`src/rtl/shift_rx_pkg.sv`:
```
// Shared types and constants for the LSB-first serial receiver.
// Optional parity support is enabled with SHIFT_RX_PARITY_EN.
package shift_rx_pkg;

    localparam int DEFAULT_WIDTH = 8;

    typedef enum logic [1:0] {
        ST_IDLE   = 2'b00,
        ST_SHIFT  = 2'b01,
        ST_PARITY = 2'b10
    } state_t;

endpackage

```
`src/rtl/shift_receiver_counter.sv`:
```
// Frame bit counter: load-to-1, increment, clear, terminal at WIDTH.
// Shared by both parity and non-parity builds of shift_receiver.
module rx_bit_counter
    import shift_rx_pkg::*;
#(
    parameter int WIDTH = DEFAULT_WIDTH,
    parameter int CNT_W = $clog2(WIDTH + 2)
) (
    input  logic             clock,
    input  logic             rst,
    input  logic             load_one,
    input  logic             inc,
    input  logic             clr,
    output logic [CNT_W-1:0] count,
    output logic             terminal
);

    always_ff @(posedge clock) begin
        if (rst || clr) begin
            count <= '0;
        end else if (load_one) begin
            count <= CNT_W'(1);
        end else if (inc) begin
            count <= count + CNT_W'(1);
        end
    end

    assign terminal = (count == CNT_W'(WIDTH));

endmodule

```
`src/rtl/shift_receiver.sv`:
```
// Serial-in/parallel-out receiver with valid/ready output holding register.
// Define SHIFT_RX_PARITY_EN to expect an even-parity bit after each frame.
module shift_receiver
    import shift_rx_pkg::*;
#(
    parameter int WIDTH = DEFAULT_WIDTH
) (
    input  logic             clock,
    input  logic             rst,
    input  logic             sin,
    input  logic             sin_valid,
    input  logic             frame_start,
    output logic [WIDTH-1:0] out,
    output logic             out_valid,
    input  logic             out_ready,
    output logic             busy,
    output logic             overrun,
    output logic             frame_err,
    output logic             parity_err,
    input  logic             clr_err
);

    localparam int CNT_W = $clog2(WIDTH + 2);

    state_t           state;
    state_t           state_next;
    logic [WIDTH-1:0] sr;
    logic [WIDTH-1:0] sr_next;
    logic [WIDTH-1:0] load_word;
    logic [CNT_W-1:0] count;
    logic             terminal;
    logic             unused_terminal;
    logic             last_bit;
    logic             shift_en;
    logic             cnt_load;
    logic             cnt_inc;
    logic             cnt_clr;
    logic             load;
    logic             ferr_set;

    rx_bit_counter #(
        .WIDTH (WIDTH),
        .CNT_W (CNT_W)
    ) u_cnt (
        .clock    (clock),
        .rst      (rst),
        .load_one (cnt_load),
        .inc      (cnt_inc),
        .clr      (cnt_clr),
        .count    (count),
        .terminal (terminal)
    );

    assign unused_terminal = terminal;
    assign last_bit        = (count == CNT_W'(WIDTH - 1));
    assign sr_next         = {sin, sr[WIDTH-1:1]};
    assign busy            = (state != ST_IDLE);

    always_ff @(posedge clock) begin
        if (rst) begin
            state <= ST_IDLE;
        end else begin
            state <= state_next;
        end
    end

    always_comb begin
        state_next = state;
        unique case (state)
            ST_IDLE: begin
                if (sin_valid && frame_start) begin
                    state_next = ST_SHIFT;
                end
            end
            ST_SHIFT: begin
                if (sin_valid && !frame_start && last_bit) begin
`ifdef SHIFT_RX_PARITY_EN
                    state_next = ST_PARITY;
`else
                    state_next = ST_IDLE;
`endif
                end
            end
`ifdef SHIFT_RX_PARITY_EN
            ST_PARITY: begin
                if (sin_valid) begin
                    state_next = frame_start ? ST_SHIFT : ST_IDLE;
                end
            end
`endif
            default: state_next = ST_IDLE;
        endcase
    end

    always_comb begin
        shift_en = 1'b0;
        cnt_load = 1'b0;
        cnt_inc  = 1'b0;
        cnt_clr  = 1'b0;
        load     = 1'b0;
        ferr_set = 1'b0;
        unique case (state)
            ST_IDLE: begin
                if (sin_valid && frame_start) begin
                    shift_en = 1'b1;
                    cnt_load = 1'b1;
                end
            end
            ST_SHIFT: begin
                if (sin_valid) begin
                    shift_en = 1'b1;
                    if (frame_start) begin
                        ferr_set = 1'b1;
                        cnt_load = 1'b1;
                    end else begin
`ifdef SHIFT_RX_PARITY_EN
                        cnt_inc = 1'b1;
`else
                        if (last_bit) begin
                            load    = 1'b1;
                            cnt_clr = 1'b1;
                        end else begin
                            cnt_inc = 1'b1;
                        end
`endif
                    end
                end
            end
`ifdef SHIFT_RX_PARITY_EN
            ST_PARITY: begin
                if (sin_valid) begin
                    if (frame_start) begin
                        shift_en = 1'b1;
                        ferr_set = 1'b1;
                        cnt_load = 1'b1;
                    end else begin
                        load    = 1'b1;
                        cnt_clr = 1'b1;
                    end
                end
            end
`endif
            default: ;
        endcase
    end

    // Parity bit is not shifted in, so the word is already complete in sr.
`ifdef SHIFT_RX_PARITY_EN
    assign load_word = sr;
`else
    assign load_word = sr_next;
`endif

    always_ff @(posedge clock) begin
        if (rst) begin
            sr        <= '0;
            out       <= '0;
            out_valid <= 1'b0;
            overrun   <= 1'b0;
            frame_err <= 1'b0;
        end else begin
            if (shift_en) begin
                sr <= sr_next;
            end
            if (load) begin
                out       <= load_word;
                out_valid <= 1'b1;
            end else if (out_ready) begin
                out_valid <= 1'b0;
            end
            if (load && out_valid && !out_ready) begin
                overrun <= 1'b1;
            end else if (clr_err) begin
                overrun <= 1'b0;
            end
            if (ferr_set) begin
                frame_err <= 1'b1;
            end else if (clr_err) begin
                frame_err <= 1'b0;
            end
        end
    end

`ifdef SHIFT_RX_PARITY_EN
    always_ff @(posedge clock) begin
        if (rst) begin
            parity_err <= 1'b0;
        end else if (load) begin
            parity_err <= (^sr) ^ sin;
        end
    end
`else
    assign parity_err = 1'b0;
`endif

endmodule

```
`config.mk`:
```
export PLATFORM = sky130hd
export DESIGN_NAME = shift_receiver
export DESIGN_NICKNAME = d
export VERILOG_FILES = /design/src/rtl/shift_rx_pkg.sv /design/src/rtl/shift_receiver_counter.sv /design/src/rtl/shift_receiver.sv
export SDC_FILE = /design/constraint.sdc
export NUM_CORES = 1
export LEC_CHECK = 0
export ABC_AREA = 0
export CAP_MARGIN = 10
export CELL_PAD_IN_SITES_DETAIL_PLACEMENT = 0
export CELL_PAD_IN_SITES_GLOBAL_PLACEMENT = 1
export CORE_MARGIN = 8
export CORE_UTILIZATION = 39
export CTS_CLUSTER_DIAMETER = 150
export DETAILED_ROUTE_END_ITERATION = 16
export MAX_ROUTING_LAYER = met4
export PLACE_DENSITY_LB_ADDON = 0.1
export SYNTH_ARGS = -nofsm -noshare
export SYNTH_HDL_FRONTEND = slang
export SYNTH_SLANG_ARGS = --single-unit
```
`constraint.sdc`:
```
create_clock -name clock -period 3.2 [get_ports clock]
set_input_delay 0.64 -clock clock [delete_from_list [all_inputs] [get_ports clock]]
set_output_delay 0.64 -clock clock [all_outputs]
set_load 0.01 [all_outputs]
```
* Word-level counts from Yosys, hierarchy flattened *
Index checks and enable logic that the tools add are counted.

word-level totals
  flip-flop bits (word level) = 25
  logic and storage cells = 54

cells by class
  add/subtract/negate cells = 1
  equality and inequality tests = 4
  mux-type cells = 25
  reduce and logical (&&, ||, !) cells = 16

operators with widths
  kind                                            count
  2-to-1 mux 1 bit                                20
  nonzero test 2 bit                              5
  logical AND 1 bit                               5
  adder 4 x 1 -> 4 bit (second input constant)    1
  == test 4 x 3 -> 1 bit (second input constant)  1
  2-to-1 mux 2 bit                                2
  != test 2 bit (second input constant)           2
  case mux 1 bit (2 select lines)                 2
  case mux 2 bit (2 select lines)                 1
  == test 2 x 1 -> 1 bit (second input constant)  1
  zero test 1 bit                                 2
  zero test 2 bit                                 1
  AND reduction 2 bit                             1
  OR reduction 2 bit                              1
  logical OR 1 bit                                1

* Longest topological paths before layout *
  depth after elaboration = 8
  mapped depth = 5
  depth with buffers taken out = 4

* Hierarchy *
Synthesis repeated with hierarchy kept, for this count alone.

unflattened totals
  cell total of the unflattened synthesis = 102
  area, all modules = 992.2 µm²

by module, submodules not included
  module          times used  cells each  area an instance (µm²)  seq. area each (µm²)
  shift_receiver  1           80          775.7                   380.4
  rx_bit_counter  1           22          216.5                   80.1

* Worst setup path before layout *
Ideal clock, no wire load.

  kind = in2reg
  start = input port frame_start
  end = register u_cnt.count[3]
  setup time = 70 ps
  arrival = 1,530 ps
  data required time = 3,130 ps
  slack = 1,600 ps
  stages = 4
  path through = buf_6 -> nand3b_4 -> or4_1 -> a21oi_1

on the way
  word-level cells in the longest chain between the ends = 5

ends and longest elaborated chain
  element                              line                          RTL
  start: declaration                   shift_receiver.sv:12          input logic frame_start,
  2-to-1 mux 1 bit                     shift_receiver.sv:112         if (frame_start) begin
  2-to-1 mux 1 bit                     shift_receiver.sv:110         if (sin_valid) begin
  2-to-1 mux 1 bit                     shift_receiver.sv:102         unique case (state)
  logical OR 1 bit                     shift_receiver_counter.sv:19  if (rst || clr) begin
  OR reduction 2 bit (no source line)  -
  end signal: assignment               shift_receiver_counter.sv:24  count <= count + CNT_W'(1);
  end: declaration                     shift_receiver_counter.sv:14  output logic [CNT_W-1:0] count,

Several ways; a longest one is shown, not always the timed one.
A chain may end at the register's enable or synchronous reset.

* Worst setup path after layout *
  start = register state[0]
  end = output port busy

on the way
  word-level cells in the longest chain between the ends = 1

ends and longest elaborated chain
  element                   line                  RTL
  start: declaration        shift_receiver.sv:25  state_t state;
  start signal: assignment  shift_receiver.sv:63  state <= state_next;
  nonzero test 2 bit        shift_receiver.sv:57  assign busy = (state != ST_IDLE);
  end: declaration          shift_receiver.sv:16  output logic busy,

No other way between the ends.

==> metrics.yaml <==
grt_pass1_vias: 799
ys_ff_latch: 23
r2r-start: "u_cnt.count[0]"
area_delta_synth_final_pct: 19.80
leakage_uw: 0.0004407
dieHeight_um: 66.12
drt-initial-drc-count: 50
cts_sinks: 23
cp-endpoint: "busy"
ys_types: 29
cts_max_level: 1
ir_drop_mv: 0.2410
crit_type: "reg2out"
hp-class: "reg2reg"
synth_edf_count: 0
netlist_instances: 107
synth_common_cells: "dfxtp_1 (23), a21oi_1 (15), nor2_1 (11)"
critPathMaxFanout: 8
ctsLongestPathBuffers: 2
p_total_uw: 461.0
setup_tns_ps: 0
power.switching_uw: 107.0
antenna_left: 0
layout_min_cycle_time_ps: 2116
crit_chain: "clkdlybuf4s50_1"
synth_xor_area_share_pct: 0
cts_hold_buf: 0
synthArstFlopShare_pct: 0
hold_depth: 2
dp_hpwl_um: 1479
cp.required_ps: 2560
setup_ws_ps: 1084
rsz0062_at_grt: "no"
grtUsageMet3_pct: 3.051
p_comb_share_pct: 7.4
worst_clock_skew_ps: 5.168
antenna_found_initial: 0
core_um2: 2432
synthFlopType: "dfxtp_1"
rr_worst_depth: 4
relSlewSlack_pct: 45.50
fmax_ghz: 0.4726
fin_crit_sh_pct: 66.13
cts.reportedPaths.clkPinSlew_ps: 120
setup.worst_path.start: "state[0]"
syn-mean-instance-area_um2: 9.156
drive_gt1_share_pct: 8.333
yosysTopAreaCell: "dfxtp_1"
diodes: 0
cts-root-buf: "clkbuf_4"
grt_pass1_wl_um: 3657
port-buffer-count: 18
synth_compound_area_share_pct: 18.14
hold_violations: 0
fillCellCount: 251
slew_violations: 0
start_kind: "flip-flop"
power_density_nw_per_um2: 392.8
cp_data_arrival_time_ps: 1480
setup_viol: 0
status: "complete, no violations"
yosys_warnings: 0
met1_usage_pct: 11.83
cp.buffers_inverters: 1
synth_top_area_share_pct: 47.00
ctsResizeCount: 0
synthAdderAreaFrac_pct: 1.277
synthSimpleGateAreaFrac_pct: 20.43
internal_power_uw: 353.9
start_util_pct: 40.28
dr.pass1.iters: 4
cts_tree: "built"
die_area_um2: 4372
worst_slew_pin_slew_ps: 815.0
critical_path_depth: 1
cts_made_buffers: 3
cpPeakStageDelay_ps: 610
ios: 20
grt_use_total_pct: 10.93
synth.area.top_cells: "dfxtp_1 (47%), a21oi_1 (7.7%), mux2i_1 (7.2%)"
std_cell_rows: 18
synth_top_family_by_area: "simple AND/OR/NAND/NOR gates"
worstReg2RegEnd: "u_cnt.count[3]"
pwr-share-seq_pct: 63.9
viasPerCell: 5.327
busiest_layer: "met2"
met2_usage_pct: 18.21
die_x_um: 66.12
clk_latency_ps: 310
cts_setup_buffers: 0
grt_max_degree: 23
seq_area_frac_synth_pct: 47.00
finalWirelength_um: 2160
rrSetupSlack_ps: 1680
syn_area_um2: 979.7
overflow: 0
pre_cts_ws_ps: 954.5
wl_per_cell_um: 14.40
synth.most_common_cell: "dfxtp_1"
maxCapViolCount: 0
cp_slowest_cell: "clkdlybuf4s50_1"
switching_share_pct: 23.22
endpoint_kind: "output pin"
muxShareOfSynthArea_pct: 7.152
cp_top_family: "buffers and inverters"
place.gp.congestion: 0.7502
pwr-share-clk_pct: 28.7
drc: 0
synth_nets: 115
design.final.nets: 129
num_vias: 799
-- kinds of logic after synthesis --
family                   after synthesis
flip-flops                            23
AND/OR/NAND/NOR                       34
other                                  1
multiplexers                           7
buffers and inverters                 10
adder cells (fa/ha/maj)                1
AO/OA/AOI/OAI                         31
-- routing by layer --
metal | share of wire, % | up-vias
li1 | - | 405
met1 | 44 | 378
met2 | 50 | 11
met3 | 4.4 | 5
met4 | 1.7 | 0
met5 | 0 | -
-- stage by stage --
stage | cells | area, um2 | util, % | hold slack [ps]
after floorplan | 107 | 979.7 | - | 443.4
after global placement | 146 | 1146 | 47.12 | 460.3
after detailed placement | 146 | 1146 | 47.12 | 466.8
after CTS | 150 | 1174 | 48.25 | 488.9
after global routing | 150 | 1174 | 48.25 | 497.3
final | 150 | 1174 | 48.25 | 483.0
-- area by class of cell --
cell class,instances,area [um2],area share [%]
tap,30,37.54,3.198
timing repair buffer,18,180.2,15.35
multi-input combinational,74,464.2,39.55
sequential,23,460.4,39.23
inverter,1,3.754,0.3198
clock buffer,3,22.52,1.919
clock inverter,1,5.005,0.4264
-- worst min path at each step --
stage	from	end
after floorplan	sr[1]	out[0]
after global placement	frame_err	frame_err
after detailed placement	out[4]	out[4]
after CTS	out[3]	out[3]
after global routing	frame_err	frame_err
final	frame_err	frame_err
-- power by group through the flow --
stage               Clock (uW)  Combinational [uW]  Sequential (uW)
floorplan                    0                25.7              299
global placement             0                33.8              301
detailed placement           0                34.6              301
CTS                        140                34.8              294
global route               151                37.4              295
finish                     132                34.2              294
-- sequential cells by signal, indices dropped and copies added, names as in the netlist --
name	flops
out_valid	1
sr	7
state	1
overrun	1
frame_err	1
u_cnt.count	4
out	8
-- layout by cell type, fill, tap and decap left out, drive strengths merged, types with 2 or more instances in the layout --
master         Yosys  final
a21oi             15     15
nor2              11     11
nand3             10     10
nand2b             3      3
clkdlybuf4s50      0     18
o21ai             11     11
mux2i              7      7
nand2              2      2
clkbuf             4      3
dfxtp             23     23
(Power assumes the default switching activity.)
==> RTL edit, RTL diff (config.mk and constraints unchanged) <==
Set the package constant `DEFAULT_WIDTH` to 16 (it was 8).
--- a/src/rtl/shift_rx_pkg.sv
+++ b/src/rtl/shift_rx_pkg.sv
@@ -3,5 +3,5 @@
 package shift_rx_pkg;
 
-    localparam int DEFAULT_WIDTH = 8;
+    localparam int DEFAULT_WIDTH = 16;
 
     typedef enum logic [1:0] {
Interface: changed (resized out); port bits go from 20 to 28. No check against the original RTL was run, so the function may have changed too.
==> RTL edit against the original RTL <==
Count of clock-buffer cells in the layout up 3; first-iteration DRC count grew 150%; worst setup slack got worse by 70 ps; hold slack worse by 30 ps; cell count up 73%; via count is 56% higher; clock power is 130% higher; synthesized area grew 62%; design area rose by 61%; sequential cell count up 17; power grew 86%; routed wire length up 44%; critical path type unchanged.
==> RTL edit: results <==
{
  "met3RoutedLength_um": 159,
  "drt_iter0_drc": 123,
  "leakagePower_nw": 0.636,
  "vias": 1250,
  "wl_mm": 3.11,
  "post-cts-setup-buffers": 0,
  "clockBufferDepth": 2,
  "tightest_slew_ps": 610,
  "dp_hpwl_mm": 2.10,
  "post_route_cells_drive_above_1_share_pct": 6.22,
  "grt_pass1_wl_mm": 5.40,
  "grt_max_degree": 32,
  "num-fill-cells": 389,
  "cts_root_buf": "clkbuf_8",
  "cts-buffers-inserted": 5,
  "antenna_found_initial": 0,
  "synth_commonest_cells": "nand2_1, dfxtp_1, a21oi_1, buf_4",
  "grt_pass1_vias": 1195,
  "htree_levels": 2,
  "clk_pin_slew_ps": 70,
  "io_buffers": 26,
  "synth.top_cells.by_area": "dfxtp_1, nand2_1, a21oi_1",
  "peakVddDrop_mv": 0.213,
  "arrival_ps": 1550,
  "largestRegisters": "out: 16 flops, sr: 15 flops, u_cnt.count: 5 flops",
  "dpl_cell_area_mm2": 0.00181,
  "r2r_slack_ps": 1200,
  "critPathTopFamily": "flip-flops",
  "synth.distinct_cells": 30,
  "yosysSeqAreaShare_pct": 50.5,
  "grt_usage_pct": 10.9,
  "drt-met1-wl_mm": 1.51,
  "synth_nets": 197,
  "crit_path_top_delay_cell": "dfxtp_1",
  "min_from": "out[7]$_SDFFE_PP0P_",
  "cpPeakStageDelay_ps": 630,
  "cp_max_fo": 12,
  "place.gp.congestion": 0.707,
  "status": "completed",
  "clock_skew_ps": 6.08,
  "nets": 218
}
[RTL edit: changes by cell type in the layout (fill, tap and decap cells not counted), sizes merged, moves of 2 or more]
| cell | unedited run | this run |
|---|---|---|
| nand2 | 2 | 67 |
| a21oi | 15 | 37 |
| dfxtp | 23 | 40 |
| nor2 | 11 | 2 |
| clkdlybuf4s50 | 18 | 26 |
| nand3 | 10 | 2 |
| mux2i | 7 | 0 |
| o21ai | 11 | 4 |
| clkbuf | 3 | 6 |
| a21o | 0 | 2 |
| inv | 1 | 3 |
| or3 | 0 | 2 |
[RTL edit: cell type report]
class	instances	area, µm²	area share [%]
clock buffers	6	72.6	3.84
clock inverters	1	5.00	0.265
inverters	3	11.3	0.595
multi-input cells	132	672	35.5
flip-flops and latches	40	801	42.3
well taps	50	62.6	3.31
repair buffers	27	268	14.2
[RTL edit: logic make-up (layout without fill, tap and decap cells)]
group                    after synthesis  after routing  synth area share (%)
adder cells (fa/ha/maj)                2              2                  1.58
buffers and inverters                 16             37                  7.10
flip-flops                            40             40                  50.5
AND/OR/NAND/NOR                       82             82                  24.5
other                                  1              1                 0.237
AO/OA/AOI/OAI                         47             47                  16.1
[RTL edit: through the flow]
stage	instances	hold WS [ps]	utilization (%)	setup slack (ps)	power, mW
6_report	259	453	48.0	1010	0.857
5_1_grt	259	475	48.0	909	0.894
4_1_cts	259	457	48.0	1010	0.870
3_5_place_dp	252	447	46.0	745	0.561
3_3_place_gp	252	444	46.0	803	0.561
2_1_floorplan	188	432	-	1470	0.552
[RTL edit: path summary, 6_finish.rpt]
| check | endpoint | cells after the start |
|---|---|---|
| setup / recovery | busy | 1 |
| hold / removal | out[7]$_SDFFE_PP0P_ | 2 |
| setup reg to reg | out[1]$_SDFFE_PP0P_ | 6 |
| hold reg to reg | out[7]$_SDFFE_PP0P_ | 2 |
[RTL edit: power by group]
part | total (mW) | switching (mW) | internal [mW]
combinational | 0.0430 | 0.0256 | 0.0174
clock | 0.308 | 0.159 | 0.148
sequential | 0.507 | 0.00549 | 0.501
[RTL edit: metal layers]
metal | vias to the layer above | track usage [%]
met3 | 5 | 2.70
met2 | 26 | 16.6
met5 | - | -
met1 | 559 | 12.6
li1 | 660 | -
met4 | 0 | 6.55
